### src/rtl/press_judge.sv
// Round and scoring controller for the Precision Button Press game.
// Optional build macro: PRESS_JUDGE_NEAR_HIT_EN enables near-hit judging of the LEDs adjacent to the target.
module press_judge #(
   parameter int unsigned TARGET_IDX     = 3,
   parameter int unsigned TIMEOUT_CYC    = 100_000_000,
   parameter int unsigned LIVES_INIT     = 3,
   parameter int unsigned HITS_PER_LEVEL = 4
) (
   input  logic       CLK,
   input  logic       RST,
   input  logic       START,
   input  logic [7:0] SEQ,
   output logic       PLAYING,
   output logic       HIT,
   output logic       NEAR,
   output logic       MISS,
   output logic [7:0] SCORE,
   output logic [1:0] LIVES,
   output logic [2:0] LEVEL,
   output logic       GAME_OVER
);

   localparam int unsigned TW = (TIMEOUT_CYC > 2) ? $clog2(TIMEOUT_CYC) : 1;
   localparam int unsigned HW = $clog2(HITS_PER_LEVEL + 1);

   localparam logic [TW-1:0] T_LAST    = TW'(TIMEOUT_CYC - 1);
   localparam logic [HW-1:0] HPL       = HW'(HITS_PER_LEVEL);
   localparam logic [1:0]    LIVES_RST = 2'(LIVES_INIT);
   localparam logic [7:0]    TGT_MASK  = 8'(1) << TARGET_IDX;

`ifdef PRESS_JUDGE_NEAR_HIT_EN
   // 8-bit truncation of the shifts drops the neighbour beyond either end, so no wrap 0<->7
   localparam logic [7:0] NEAR_LO = TGT_MASK >> 1;
   localparam logic [7:0] NEAR_HI = TGT_MASK << 1;
`endif

   typedef enum logic [1:0] {
      S_IDLE,
      S_ARM,
      S_PLAY,
      S_OVER
   } state_t;

   state_t        state_q, state_d;
   logic [7:0]    score_q, score_d;
   logic [1:0]    lives_q, lives_d;
   logic [2:0]    level_q, level_d;
   logic [HW-1:0] hitcnt_q, hitcnt_d;
   logic [TW-1:0] timer_q, timer_d;
   logic          hit_q, hit_d;
   logic          miss_q, miss_d;
   logic          playing_q, playing_d;
   logic          game_over_q, game_over_d;
   logic [8:0]    score_sum;
   logic          judged;
   logic          lose;

`ifdef PRESS_JUDGE_NEAR_HIT_EN
   logic          near_q, near_d;
`endif

   always_comb begin
      state_d     = state_q;
      score_d     = score_q;
      lives_d     = lives_q;
      level_d     = level_q;
      hitcnt_d    = hitcnt_q;
      timer_d     = timer_q;
      hit_d       = 1'b0;
      miss_d      = 1'b0;
      score_sum   = {1'b0, score_q};
      judged      = 1'b0;
      lose        = 1'b0;
`ifdef PRESS_JUDGE_NEAR_HIT_EN
      near_d      = 1'b0;
`endif

      case (state_q)
         S_IDLE, S_OVER: begin
            if (START) begin
               state_d  = S_ARM;
               score_d  = '0;
               lives_d  = LIVES_RST;
               level_d  = '0;
               hitcnt_d = '0;
            end
         end
         S_ARM: begin
            if (SEQ == '0) begin
               state_d = S_PLAY;
               timer_d = '0;
            end
         end
         S_PLAY: begin
            // a press on the final timeout cycle takes priority over the timeout
            if (SEQ != '0) begin
               judged = 1'b1;
               if (SEQ == TGT_MASK) begin
                  hit_d     = 1'b1;
                  score_sum = {1'b0, score_q} + 9'd2;
                  if (hitcnt_q + HW'(1) == HPL) begin
                     hitcnt_d = '0;
                     if (level_q != 3'd7) begin
                        level_d = level_q + 3'd1;
                     end
                  end else begin
                     hitcnt_d = hitcnt_q + HW'(1);
                  end
`ifdef PRESS_JUDGE_NEAR_HIT_EN
               end else if ((SEQ == NEAR_LO) || (SEQ == NEAR_HI)) begin
                  near_d    = 1'b1;
                  score_sum = {1'b0, score_q} + 9'd1;
`endif
               end else begin
                  lose = 1'b1;
               end
            end else if (timer_q == T_LAST) begin
               judged = 1'b1;
               lose   = 1'b1;
            end else begin
               timer_d = timer_q + TW'(1);
            end

            if (lose) begin
               miss_d = 1'b1;
               if (lives_q != '0) begin
                  lives_d = lives_q - 2'd1;
               end
            end
            score_d = score_sum[8] ? 8'hFF : score_sum[7:0];
            if (judged) begin
               state_d = (lives_d == '0) ? S_OVER : S_ARM;
            end
         end
         default: state_d = S_IDLE;
      endcase

      playing_d   = (state_d == S_ARM) || (state_d == S_PLAY);
      game_over_d = (state_d == S_OVER);
   end

   always_ff @(posedge CLK) begin
      if (RST) begin
         state_q     <= S_IDLE;
         score_q     <= '0;
         lives_q     <= LIVES_RST;
         level_q     <= '0;
         hitcnt_q    <= '0;
         timer_q     <= '0;
         hit_q       <= 1'b0;
         miss_q      <= 1'b0;
         playing_q   <= 1'b0;
         game_over_q <= 1'b0;
      end else begin
         state_q     <= state_d;
         score_q     <= score_d;
         lives_q     <= lives_d;
         level_q     <= level_d;
         hitcnt_q    <= hitcnt_d;
         timer_q     <= timer_d;
         hit_q       <= hit_d;
         miss_q      <= miss_d;
         playing_q   <= playing_d;
         game_over_q <= game_over_d;
      end
   end

`ifdef PRESS_JUDGE_NEAR_HIT_EN
   always_ff @(posedge CLK) begin
      if (RST) begin
         near_q <= 1'b0;
      end else begin
         near_q <= near_d;
      end
   end
   assign NEAR = near_q;
`else
   assign NEAR = 1'b0;
`endif

   assign PLAYING   = playing_q;
   assign HIT       = hit_q;
   assign MISS      = miss_q;
   assign SCORE     = score_q;
   assign LIVES     = lives_q;
   assign LEVEL     = level_q;
   assign GAME_OVER = game_over_q;

endmodule

### config.mk
export PLATFORM = sky130hd
export DESIGN_NAME = press_judge
export DESIGN_NICKNAME = d
export VERILOG_FILES = /design/src/rtl/press_judge.sv
export SDC_FILE = /design/constraint.sdc
export NUM_CORES = 1
export LEC_CHECK = 0
export CAP_MARGIN = 0
export CORE_UTILIZATION = 35
export CTS_CLUSTER_DIAMETER = 50
export DETAILED_ROUTE_END_ITERATION = 8
export PLACE_DENSITY = 0.56
export SYNTH_ARGS = -nofsm -noshare
export SYNTH_HDL_FRONTEND = slang
export SYNTH_SLANG_ARGS = --single-unit
### constraint.sdc
create_clock -name CLK -period 1.95 [get_ports CLK]
set_input_delay 0.39 -clock CLK [delete_from_list [all_inputs] [get_ports CLK]]
set_output_delay 0.39 -clock CLK [all_outputs]
set_load 0.005 [all_outputs]
==> results.md, run 1 <==
* Portion of total power attributed to combinational logic at 36.8%
* Ratio of final minimum period to clock period at 105%
* Sequential element share of the synthesized area at 35.5%
* Total Die Area at 8260 µm²
* Iteration count of the initial detailed-routing pass at 4
* Type of the worst setup path: flop to flop
* Path category of the worst min-delay check: flop to flop
* Setup repair after global routing missed its margin: yes
* # port buffers at 27
* Number of rows created at floorplan at 32
* Critical path required time at 2.15 ns
* Initial antenna violation count at 0
* Clock transition at the registers of the reported paths at 0.10 ns
* Net switching share of the total power at 31.9%
* Synth top area share at 35.5%
* Number of synthesis warnings at 0
* FILL cells at 740
* Final layout net count at 470
* Hold Startpoint: LEVEL[1]
* Leakage at 1.59 nW
* Biggest area consumer among synthesized cells: sky130_fd_sc_hd__dfxtp_1
* Fraction of layout cells with a size suffix above 1 at 34.6%
* Horiz. Die Dim at 90.9 µm
* Netlist area before placement at 2770 µm²
* Via/cell ratio at 5.29
* Post-synth net total at 356
* TritonCTS clock tree: done
* Fraction of registers with async set or reset after synthesis at 0%
* H-tree depth at 2
* Setup WS post-layout at -0.0938 ns
* Critical path arrival at 2.24 ns
* Layout Skew at 0.00713 ns
* CP Max Fanout at 6
* Seq pwr share at 37.3%
* Status: finished, violations left
* Worst-Skew Late Latency at 0.30 ns
* Final wirelength at 7710 µm
* Final setup violating endpoints at 2
* Number of distinct library cells after synthesis at 52
* Worst slack at placement at -0.585 ns
* Min cycle time layout at 2.04 ns
* Max-cap violations at 0
* Gr usage total at 19.2%
* Synth Flop Type: sky130_fd_sc_hd__dfxtp_1
* Area Overhead vs Synth at 47.8%
* Total area of multi-input combinational cells at 1820 µm²
* Number of vias in the routed layout at 2928
* Max Clock Freq at 0.489 GHz
* Area of the core region at 7690 µm²
* Max Transition Viols Final at 0
* Total CTS buffers at 5
* Worst IR drop on VDD at 0.514 mV
* Failing checks: setup timing
* Number of hold-slack violations in the final timing report at 0
* Setup Total Neg Slack at -0.142 ns
* Startpoint type of the worst setup path: flop
* Pin count of the biggest net entering global routing at 19
* Worst setup EP type: flop
* Post-synthesis instance total at 336
* Syn avg cell area at 8.23 µm²
* Switching power of the nets at 0.938 mW
* Effective utilization at floorplan at 36.0%
* Final GP Congestion at 0.778
* Drt drc at 0
* Sequential cell area in the final layout at 993 µm²
* Number of ports placed on the die boundary at 29
* Post-detail-place hpwl at 5110 µm
* Diodes inserted at 0
* Final instance area at 4090 µm²
* Cell types with the largest area share after synthesis: sky130_fd_sc_hd__dfxtp_1 (35%), sky130_fd_sc_hd__a21oi_1 (6.7%), sky130_fd_sc_hd__nand2_1 (4.8%), sky130_fd_sc_hd__ha_1 (4.1%), sky130_fd_sc_hd__o21ai_0 (3.4%)
* Placement Cell Area at 3620 µm²
* Y dimension of the die at 90.9 µm
* GR Overflow Total at 0
* Sink count of the clock tree at 49
* Cell internal power dissipation at 2.00 mW
* Number of flops mapped to enable cells by yosys at 0
* Seq cells post-synth at 49
* Average wire per cell in the routed design at 13.9 µm
* Post-detailed-route count of antenna-violating nets at 0
* Smallest hold slack at 0.480 ns
* Power per cell area at 719 nW/µm²
* Root buffer cell: sky130_fd_sc_hd__clkbuf_8
* Startpoint of the worst register-to-register path: timer_q[1]
* Number of standard cells in the final layout excluding fillers at 553
* Placed cells at 520
* Via count of the first global-routing pass at 2902
* Clk buf depth at 2
* Number of design-rule violations left by the first detailed-router iteration at 81
* Relative contribution of the clock network to total power at 25.9%
* Critical path startpoint: timer_q[1]
* First-pass GRT wire length at 13100 µm
power by group through the flow:
| stage | registers [mW] | logic [mW] | clock network (mW) |
|---|---|---|---|
| 3_3_place_gp | 1.11 | 0.967 | 0 |
| 6_report | 1.10 | 1.08 | 0.760 |
| 2_1_floorplan | 1.11 | 0.524 | 0 |
| 3_5_place_dp | 1.11 | 0.976 | 0 |
| 4_1_cts | 1.09 | 1.01 | 0.780 |
| 5_1_grt | 1.10 | 1.21 | 0.812 |
registers in the layout, indices dropped and copies added (netlist names):
register and cells:
timer_q 27, SCORE 8, LEVEL 3, hitcnt_q 3
LIVES 2, state_q 2, GAME_OVER 1, HIT 1
MISS 1, PLAYING 1
cells by family after synthesis:
| logic type | share of synthesized area, % |
|---|---|
| buffers and inverters | 5.38 |
| multiplexers | 1.90 |
| other | 0.136 |
| AO/OA/AOI/OAI | 20.4 |
| adder cells (fa/ha/maj) | 4.07 |
| XOR/XNOR | 0.317 |
| flip-flops | 35.5 |
| AND/OR/NAND/NOR | 32.4 |
metrics by stage:
step / power, mW / utilization [%]
final: 2.94 / 53.2
after global routing: 3.13 / 53.2
after CTS: 2.88 / 51.5
after detailed placement: 2.09 / 47.1
after global placement: 2.08 / 47.1
after floorplan: 1.63 / -
critical path, stage by stage (launching register included):
cell                       delay, ns
sky130_fd_sc_hd__dfxtp_2        0.36
sky130_fd_sc_hd__ha_4           0.13
sky130_fd_sc_hd__and3_4         0.22
sky130_fd_sc_hd__nand4_1        0.18
sky130_fd_sc_hd__o21ai_4        0.24
sky130_fd_sc_hd__nand4b_1       0.22
sky130_fd_sc_hd__a22oi_2        0.22
sky130_fd_sc_hd__ha_1           0.25
sky130_fd_sc_hd__nor2b_1        0.12
layout by cell type (no fill, tap or decap), types with 4 or more instances in the layout:
master / synthesis / layout
sky130_fd_sc_hd__a21oi_1: 37 / 33
sky130_fd_sc_hd__inv_1: 8 / 6
sky130_fd_sc_hd__a31oi_1: 4 / 4
sky130_fd_sc_hd__nor2b_1: 7 / 7
sky130_fd_sc_hd__or4_1: 12 / 9
sky130_fd_sc_hd__dfxtp_2: 0 / 10
sky130_fd_sc_hd__o211ai_1: 4 / 4
sky130_fd_sc_hd__o21ai_1: 2 / 4
sky130_fd_sc_hd__nand3_1: 16 / 16
sky130_fd_sc_hd__a21oi_2: 0 / 4
sky130_fd_sc_hd__o21ai_0: 19 / 17
sky130_fd_sc_hd__and2_1: 10 / 9
sky130_fd_sc_hd__nand4_1: 12 / 12
sky130_fd_sc_hd__buf_6: 4 / 4
sky130_fd_sc_hd__dfxtp_1: 49 / 39
sky130_fd_sc_hd__clkdlybuf4s50_1: 0 / 19
sky130_fd_sc_hd__nor3_1: 7 / 5
sky130_fd_sc_hd__clkbuf_8: 1 / 5
sky130_fd_sc_hd__nand2b_1: 4 / 4
sky130_fd_sc_hd__buf_4: 2 / 89
sky130_fd_sc_hd__o31ai_1: 10 / 9
sky130_fd_sc_hd__and3_1: 6 / 5
sky130_fd_sc_hd__nand2_1: 35 / 34
sky130_fd_sc_hd__or3_1: 12 / 12
sky130_fd_sc_hd__ha_1: 9 / 7
sky130_fd_sc_hd__nor2_1: 13 / 13
per-layer routing:
layer / share of wire [%] / GRT usage, %
met3: 3.4 / 3.70
met2: 50 / 34.0
met4: 0.49 / 4.37
met5: 0 / 0
met1: 47 / 24.1
Yosys cell counts, types with 2 or more instances:
| library cell | n |
|---|---|
| sky130_fd_sc_hd__o21ai_0 | 19 |
| sky130_fd_sc_hd__nand2b_1 | 4 |
| sky130_fd_sc_hd__or4_1 | 12 |
| sky130_fd_sc_hd__o21a_1 | 2 |
| sky130_fd_sc_hd__o211ai_1 | 4 |
| sky130_fd_sc_hd__nor3_1 | 7 |
| sky130_fd_sc_hd__buf_4 | 2 |
| sky130_fd_sc_hd__o21bai_1 | 2 |
| sky130_fd_sc_hd__and3_1 | 6 |
| sky130_fd_sc_hd__o21ai_1 | 2 |
| sky130_fd_sc_hd__o31ai_1 | 10 |
| sky130_fd_sc_hd__and4_1 | 5 |
| sky130_fd_sc_hd__nand3_1 | 16 |
| sky130_fd_sc_hd__and2_1 | 10 |
| sky130_fd_sc_hd__clkbuf_1 | 8 |
| sky130_fd_sc_hd__inv_1 | 8 |
| sky130_fd_sc_hd__mux2_2 | 2 |
| sky130_fd_sc_hd__nor4b_1 | 2 |
| sky130_fd_sc_hd__nand2_1 | 35 |
| sky130_fd_sc_hd__mux2i_1 | 3 |
| sky130_fd_sc_hd__a31o_2 | 2 |
| sky130_fd_sc_hd__and3_2 | 2 |
| sky130_fd_sc_hd__a31oi_1 | 4 |
| sky130_fd_sc_hd__nand4_1 | 12 |
| sky130_fd_sc_hd__nor2b_1 | 7 |
| sky130_fd_sc_hd__ha_1 | 9 |
| sky130_fd_sc_hd__dfxtp_1 | 49 |
| sky130_fd_sc_hd__nor2_1 | 13 |
| sky130_fd_sc_hd__nand3b_1 | 2 |
| sky130_fd_sc_hd__a22oi_1 | 2 |
| sky130_fd_sc_hd__nor4_4 | 2 |
| sky130_fd_sc_hd__buf_2 | 3 |
| sky130_fd_sc_hd__a21oi_1 | 37 |
| sky130_fd_sc_hd__or3_1 | 12 |
| sky130_fd_sc_hd__buf_6 | 4 |
path summary, 6_finish.rpt:
check | cells after the start | end | slack (ns)
min reg2reg | 2 | LEVEL[1] | 0.48
min | 2 | LEVEL[1] | 0.48
max reg2reg | 8 | PLAYING | -0.09
max | 8 | PLAYING | -0.09
repair_timing:
item / in CTS / in global routing
pin swaps: 12 / 10
endpoints found under the hold margin: 0 / 0
resized for setup: 28 / 35
hold buffers: 0 / 0
setup endpoints to repair: 31 / 32
cloned: 2 / 1
setup buffers: 16 / 6
cell type report:
type                            count  share of cell area [%]
Multi-Input combinational cell    263                    44.4
Timing Repair Buffer              123                    24.6
Sequential cell                    49                    24.3
Tap cell                          102                    3.12
Clock buffer                        5                    1.68
Clock inverter                      3                    1.13
Inverter                            8                   0.735
(Power assumes the default switching activity.)
==> run 2, diff against run 1 <==
--- a/config.mk
+++ b/config.mk
@@ -5,7 +5,7 @@
 export SDC_FILE = /design/constraint.sdc
 export NUM_CORES = 1
 export LEC_CHECK = 0
-export CAP_MARGIN = 0
+export CORE_MARGIN = 2
 export CORE_UTILIZATION = 35
 export CTS_CLUSTER_DIAMETER = 50
 export DETAILED_ROUTE_END_ITERATION = 8
==> run 2 against run 1 <==
Compared with the run above:
- die area up 4.4%
- sequential share of layout area about the same
- critical endpoint unchanged
- register-to-register slack gained 0.05 ns
- global-route usage is 1.4 points lower
- final cell count grew 0.18%
- setup slack gained 0.047 ns
- routed wire length shrank 0.76%
- critical path depth is the same
- clock power is 15% lower
- combinational power about the same
- fmax increased by 2.4%
- sequential power barely moved
- the flow still finishes with violations (setup timing)
==> results.md, run 2 (same netlist as run 1, synthesis figures left out) <==
* Gr usage total at 17.8% (was 19.2%)
* Number of rows created at floorplan at 32 (unchanged)
* Y dimension of the die at 92.9 µm (was 90.9 µm)
* Number of design-rule violations left by the first detailed-router iteration at 86 (was 81)
* Initial antenna violation count at 0 (unchanged)
* Startpoint of the worst register-to-register path: timer_q[1] (unchanged)
* End point of the most critical hold path: LEVEL[2] (was LEVEL[1])
* Via/cell ratio at 5.27 (was 5.29)
* Number of ports placed on the die boundary at 29 (unchanged)
* Root buffer cell: sky130_fd_sc_hd__clkbuf_8 (unchanged)
* CP Max Fanout at 4 (was 6)
* Effective utilization at floorplan at 36.0% (unchanged)
* Worst-path cell chain: ha_4 -> and3_4 -> nand4_1 -> o21ai_4 -> nand4b_1 -> a22oi_1 -> ha_1 -> nor2b_1 (was ha_4 -> and3_4 -> nand4_1 -> o21ai_4 -> nand4b_1 -> a22oi_2 -> ha_1 -> nor2b_1)
* Max Clock Freq at 0.501 GHz (was 0.489 GHz)
* Pin count of the biggest net entering global routing at 20 (was 19)
* Drt drc at 0 (unchanged)
* Number of flip-flops under the largest register name at 27 (unchanged)
* Most common library cell in the layout ignoring fill and taps: sky130_fd_sc_hd__buf_4 (unchanged)
* # port buffers at 27 (unchanged)
* Post-detail-place hpwl at 5230 µm (was 5110 µm)
* Setup Total Neg Slack at -0.0464 ns (was -0.142 ns)
* Startpoint type of the worst setup path: flop (unchanged)
* Hold Path Cell Cnt at 2 (unchanged)
* Fraction of layout cells with a size suffix above 1 at 34.3% (was 34.6%)
* Max-cap violations at 0 (unchanged)
* Critical path startpoint: timer_q[1] (unchanged)
* Leakage at 1.59 nW (about the same)
* Layout Skew at 0.00970 ns (was 0.00713 ns)
* Failing checks: setup timing (unchanged)
* Setup WS post-layout at -0.0464 ns (was -0.0938 ns)
* Length in cells of the worst reg-to-reg path at 8 (unchanged)
* Worst IR drop on VDD at 0.479 mV (was 0.514 mV)
* Crit path largest cell delay at 0.36 ns (about the same)
* Cell with the largest stage delay on the worst path: sky130_fd_sc_hd__dfxtp_2 (unchanged)
* Iteration count of the initial detailed-routing pass at 4 (unchanged)
* Sink count of the clock tree at 49 (unchanged)
* Final layout net count at 471 (was 470)
* Power per cell area at 699 nW/µm² (was 719 nW/µm²)
* Post-cts hold buffer count at 0 (unchanged)
* Setup slack on the worst flop-to-flop path at -0.05 ns (was -0.09 ns)
* Critical path required time at 2.17 ns (was 2.15 ns)
* Hold Startpoint: LEVEL[2] (was LEVEL[1])
* Top library cells by usage in the layout, fill and taps aside: sky130_fd_sc_hd__buf_4 (89), sky130_fd_sc_hd__dfxtp_1 (40), sky130_fd_sc_hd__nand2_1 (35) (was sky130_fd_sc_hd__buf_4 (89), sky130_fd_sc_hd__dfxtp_1 (39), sky130_fd_sc_hd__nand2_1 (34))
* Number of hold-slack violations in the final timing report at 0 (unchanged)
* Clk buf depth at 2 (unchanged)
* Reg with most FFs: timer_q (unchanged)
* Final instance area at 4080 µm² (was 4090 µm²)
* FF-to-FF End: PLAYING (unchanged)
* Number of vias in the routed layout at 2917 (was 2928)
* Total CTS buffers at 5 (unchanged)
* Type of the worst setup path: flop to flop (unchanged)
* Final wirelength at 7660 µm (was 7710 µm)
* Horiz. Die Dim at 92.9 µm (was 90.9 µm)
* Placement Cell Area at 3620 µm² (unchanged)
* H-tree depth at 2 (unchanged)
* Clock transition at the registers of the reported paths at 0.10 ns (about the same)
* Worst-Skew Late Latency at 0.31 ns (was 0.30 ns)
* First-pass GRT wire length at 12600 µm (was 13100 µm)
* Path category of the worst min-delay check: flop to flop (unchanged)
* Via count of the first global-routing pass at 2804 (was 2902)
* Worst setup EP type: flop (unchanged)
* Area of the core region at 7690 µm² (unchanged)
* Final GP Congestion at 0.822 (was 0.778)
* PnR Total Power at 2.85 mW (was 2.94 mW)
* Critical path arrival at 2.21 ns (was 2.24 ns)
* Ratio of final minimum period to clock period at 102% (was 105%)
* Post-detailed-route count of antenna-violating nets at 0 (unchanged)
* Total Die Area at 8630 µm² (was 8260 µm²)
* GR Overflow Total at 0 (unchanged)
* Diodes inserted at 0 (unchanged)
* Final setup violating endpoints at 1 (was 2)
* Max Transition Viols Final at 0 (unchanged)
* Setup repair after global routing missed its margin: yes (unchanged)
* TritonCTS clock tree: done (unchanged)
* Average wire per cell in the routed design at 13.8 µm (was 13.9 µm)
* Min cycle time layout at 2.00 ns (was 2.04 ns)
* Status: finished, violations left (unchanged)
* Area Overhead vs Synth at 47.6% (was 47.8%)
==> run 2: changes by cell type in the layout (fill, tap and decap cells not counted), moves of 3 or more <==
cell	change
sky130_fd_sc_hd__dlygate4sd2_1	+4
sky130_fd_sc_hd__a21oi_1	-3
sky130_fd_sc_hd__a21oi_2	+3
sky130_fd_sc_hd__clkbuf_2	-3
==> run 2: worst max path at each step <==
| stage | end | slack, ns | cells after the start |
|---|---|---|---|
| floorplan | PLAYING | -0.02 | 9 |
| global placement | PLAYING | -0.51 | 8 |
| detailed placement | timer_q[3] | -0.57 | 7 |
| CTS | PLAYING | -0.01 | 8 |
| global route | PLAYING | -0.15 | 8 |
| finish | PLAYING | -0.05 | 8 |
==> run 2: stage by stage <==
step | hold WS [ns] | cells | util, % | setup WS (ns)
4_1_cts | 0.483 | 546 | 51.0 | -0.0115
3_5_place_dp | 0.469 | 520 | 47.1 | -0.568
6_report | 0.481 | 554 | 53.1 | -0.0464
5_1_grt | 0.506 | 554 | 53.1 | -0.147
2_1_floorplan | 0.447 | 336 | - | -0.0233
3_3_place_gp | 0.462 | 520 | 47.1 | -0.508
==> run 2: routing by layer <==
metal / vias to the layer above / GRT usage (%) / routed length (µm)
met3: 12 / 3.42 / 239
met4: 0 / 4.66 / 124
met2: 54 / 31.0 / 3730
li1: 1493 / - / -
met1: 1358 / 22.5 / 3560
met5: - / 0 / 0
==> run 2: critical path: cells and delay by family (launching register included) <==
kind	cells	cell delay, ns
AOI/OAI and AO/OA	2	0.47
adders and majority gates	2	0.39
and+or+nand+nor	4	0.68
DFF	1	0.36
==> run 2: repair_timing <==
action                                  in CTS  in global routing
pin swaps                                   13                 22
resized for setup                           25                 32
setup buffers                               16                  6
endpoints found under the hold margin        0                  0
cloned                                       2                  2
endpoints found under the setup margin      32                 28
==> run 2: final cells by class <==
| type | instances | area (µm²) |
|---|---|---|
| Sequential cell | 49 | 992 |
| Inverter | 8 | 33.8 |
| Multi-Input combinational cell | 264 | 1830 |
| Tap cell | 102 | 128 |
| Timing Repair Buffer | 123 | 1000 |
| Fill cell | 744 | 3610 |
| Clock buffer | 5 | 68.8 |
| Clock inverter | 3 | 25.0 |
==> run 2: report_power, final <==
| group | switching [mW] | total [mW] | internal, mW |
|---|---|---|---|
| clock network | 0.385 | 0.648 | 0.262 |
| registers | 0.0384 | 1.10 | 1.06 |
| logic | 0.524 | 1.11 | 0.583 |
| total | 0.948 | 2.85 | 1.90 |
==> run 3, diff against run 2 <==
==> constraint.sdc (replaced) <==
create_clock -name CLK -period 1.95 [get_ports CLK]
set_input_delay 0.39 -clock CLK [delete_from_list [all_inputs] [get_ports CLK]]
set_output_delay 0.39 -clock CLK [all_outputs]
set_load 0.1 [all_outputs]
==> run 3 against run 2 <==
Compared with the run above:
- critical endpoint unchanged
- highest routed layer unchanged
- clock power is 2% higher
- critical path type unchanged
- largest cell class unchanged
- via count is 1.7% lower
- setup slack worse by 0.037 ns
- total power is 9.2% higher
- fmax is 1.8% lower
- the run still ends with setup timing left
- first-iteration DRC count is 35% higher
==> results.md, run 3 (same netlist as run 1, synthesis figures left out) <==
* Final GP Congestion at 0.806 (was 0.822)
* Relative contribution of the clock network to total power at 21.1% (was 22.7%)
* Worst IR drop on VDD at 0.797 mV (was 0.479 mV)
* Post-detailed-route count of antenna-violating nets at 0 (unchanged)
* Buffering stage count on the worst path with inverters included at 1 (was 0)
* Drt drc at 0 (unchanged)
* Diodes inserted at 0 (unchanged)
* Length in cells of the worst reg-to-reg path at 8 (unchanged)
* Fraction of layout cells with a size suffix above 1 at 34.9% (was 34.3%)
* Reg with most FFs: timer_q (unchanged)
* Layout Skew at 0.0121 ns (was 0.00970 ns)
* Clk buf depth at 2 (unchanged)
* Top library cells by usage in the layout, fill and taps aside: sky130_fd_sc_hd__buf_4 (93), sky130_fd_sc_hd__a21oi_1 (36), sky130_fd_sc_hd__dfxtp_1 (35), sky130_fd_sc_hd__nand2_1 (35), sky130_fd_sc_hd__o21ai_0 (18) (was sky130_fd_sc_hd__buf_4 (89), sky130_fd_sc_hd__dfxtp_1 (40), sky130_fd_sc_hd__nand2_1 (35))
* Gr usage total at 17.3% (was 17.8%)
* Area Overhead vs Synth at 44.0% (was 47.6%)
* Max Transition Viols Final at 0 (unchanged)
* Final wirelength at 7320 µm (was 7660 µm)
* Hold Startpoint: LEVEL[2] (unchanged)
* Final setup violating endpoints at 1 (unchanged)
* Number of standard cells in the final layout excluding fillers at 541 (was 554)
* Portion of total power attributed to combinational logic at 43.6% (was 38.8%)
* Via count of the first global-routing pass at 2690 (was 2804)
* Number of flip-flops under the largest register name at 27 (unchanged)
* Min cycle time layout at 2.03 ns (was 2.00 ns)
* Status: finished, violations left (unchanged)
* Number of design-rule violations left by the first detailed-router iteration at 116 (was 86)
* Net switching share of the total power at 39.0% (was 33.2%)
* Setup WS post-layout at -0.0831 ns (was -0.0464 ns)
* Most common library cell in the layout ignoring fill and taps: sky130_fd_sc_hd__buf_4 (unchanged)
* Power per cell area at 782 nW/µm² (was 699 nW/µm²)
* FF-to-FF End: PLAYING (unchanged)
* TritonCTS clock tree: done (unchanged)
* CP Max Fanout at 4 (unchanged)
* Number of ports placed on the die boundary at 29 (unchanged)
* Cell family with most CP delay: simple AND/OR/NAND/NOR gates (unchanged)
* Y dimension of the die at 92.9 µm (unchanged)
* Leakage at 1.57 nW (was 1.59 nW)
* Initial antenna violation count at 0 (unchanged)
* Startpoint type of the worst setup path: flop (unchanged)
* Cell with the largest stage delay on the worst path: sky130_fd_sc_hd__dfxtp_2 (unchanged)
* Number of rows created at floorplan at 32 (unchanged)
* Max-cap violations at 0 (unchanged)
* Type of the worst setup path: flop to flop (unchanged)
* H-tree depth at 2 (unchanged)
* Worst-path cell chain: nor4b_4 -> nand4_1 -> buf_4 -> o21ai_4 -> nand4b_1 -> a22oi_2 -> ha_1 -> nor2b_1 (was ha_4 -> and3_4 -> nand4_1 -> o21ai_4 -> nand4b_1 -> a22oi_1 -> ha_1 -> nor2b_1)
* Root buffer cell: sky130_fd_sc_hd__clkbuf_8 (unchanged)
* Critical path arrival at 2.26 ns (was 2.21 ns)
* Crit path largest cell delay at 0.35 ns (was 0.36 ns)
* Final core utilization at 51.8% (was 53.1%)
* Path category of the worst min-delay check: flop to flop (unchanged)
* Setup slack on the worst flop-to-flop path at -0.08 ns (was -0.05 ns)
* Clock transition at the registers of the reported paths at 0.11 ns (was 0.10 ns)
* Pin count of the biggest net entering global routing at 19 (was 20)
* Worst setup EP type: flop (unchanged)
* Max Clock Freq at 0.492 GHz (was 0.501 GHz)
* Ratio of final minimum period to clock period at 104% (was 102%)
* Setup repair after global routing missed its margin: yes (unchanged)
* Area of the core region at 7690 µm² (unchanged)
* Total Die Area at 8630 µm² (unchanged)
* Average wire per cell in the routed design at 13.5 µm (was 13.8 µm)
* Via/cell ratio at 5.30 (was 5.27)
* Failing checks: setup timing (unchanged)
* End point of the most critical hold path: LEVEL[2] (unchanged)
* Critical path required time at 2.17 ns (about the same)
* Switching power of the nets at 1.22 mW (was 0.948 mW)
* GR Overflow Total at 0 (unchanged)
* Post-detail-place hpwl at 5160 µm (was 5230 µm)
* Cell internal power dissipation at 1.90 mW (about the same)
* Iteration count of the initial detailed-routing pass at 6 (was 4)
* Number of hold-slack violations in the final timing report at 0 (unchanged)
* Total CTS buffers at 5 (unchanged)
* Worst-Skew Late Latency at 0.32 ns (was 0.31 ns)
* Horiz. Die Dim at 92.9 µm (unchanged)
* # port buffers at 27 (unchanged)
* Final layout net count at 458 (was 471)
* Placed cells at 517 (was 520)
* Post-cts hold buffer count at 0 (unchanged)
* First-pass GRT wire length at 12200 µm (was 12600 µm)
* Number of vias in the routed layout at 2868 (was 2917)
* Cell depth of the worst setup path at 8 (unchanged)
* Hold Path Cell Cnt at 2 (unchanged)
* Startpoint of the worst register-to-register path: timer_q[25] (was timer_q[1])
* Seq pwr share at 35.3% (was 38.5%)
* Effective utilization at floorplan at 36.0% (unchanged)
* Sink count of the clock tree at 49 (unchanged)
## run 3: worst min-delay path: cells and delay by family (launching register included)
kind,cells,cell delay (ns)
compound gates,1,0.05
flops,1,0.34
simple gates,1,0.05
## run 3: worst max path at each step
stage / start / endpoint / slack (ns)
after global routing: timer_q[25] / PLAYING / -0.17
after global placement: SEQ[1] / timer_q[3] / -0.53
after CTS: timer_q[25] / PLAYING / -0.05
after floorplan: timer_q[1] / PLAYING / -0.02
final: timer_q[25] / PLAYING / -0.08
after detailed placement: SEQ[1] / timer_q[23] / -0.58
## run 3: power groups by stage
| stage | sequential [mW] | clock [mW] | combinational [mW] |
|---|---|---|---|
| floorplan | 1.34 | 0 | 0.533 |
| global placement | 1.11 | 0 | 1.17 |
| detailed placement | 1.11 | 0 | 1.17 |
| CTS | 1.09 | 0.679 | 1.22 |
| global route | 1.11 | 0.715 | 1.47 |
| finish | 1.10 | 0.658 | 1.36 |
## run 3: per-stage QoR
| step | power (mW) | hold slack, ns | setup TNS (ns) | instance area (µm²) | setup slack, ns |
|---|---|---|---|---|---|
| 3_3_place_gp | 2.29 | 0.450 | -15.72 | 3620 | -0.528 |
| 5_1_grt | 3.29 | 0.504 | -0.288 | 3980 | -0.168 |
| 3_5_place_dp | 2.29 | 0.462 | -17.59 | 3620 | -0.575 |
| 4_1_cts | 3.00 | 0.475 | -0.0480 | 3880 | -0.0480 |
| 6_report | 3.11 | 0.477 | -0.0831 | 3980 | -0.0831 |
| 2_1_floorplan | 1.88 | 0.447 | -0.0233 | 2800 | -0.0233 |
## run 3: layer usage
layer  GRT usage [%]  vias to the layer above  wire, µm
li1                -                     1464         -
met1            22.1                     1341      3400
met2            29.6                       53      3530
met3            3.34                       10       273
met4            5.15                        0       111
met5               0                        -         0
## run 3: area by class of cell
cell class | instances | area (µm²)
well taps | 102 | 128
clock buffers | 5 | 68.8
clock inverters | 3 | 26.3
inverters | 8 | 33.8
multi-input cells | 263 | 1790
fillers | 717 | 3700
repair buffers | 111 | 933
flip-flops and latches | 49 | 998
## run 3: repair_timing
action,in CTS,in global routing
buffers inserted,9,5
gates resized for setup,25,20
pin swaps,11,8
endpoints found under the hold margin,0,0
endpoints found under the setup margin,34,30
cloned,2,0
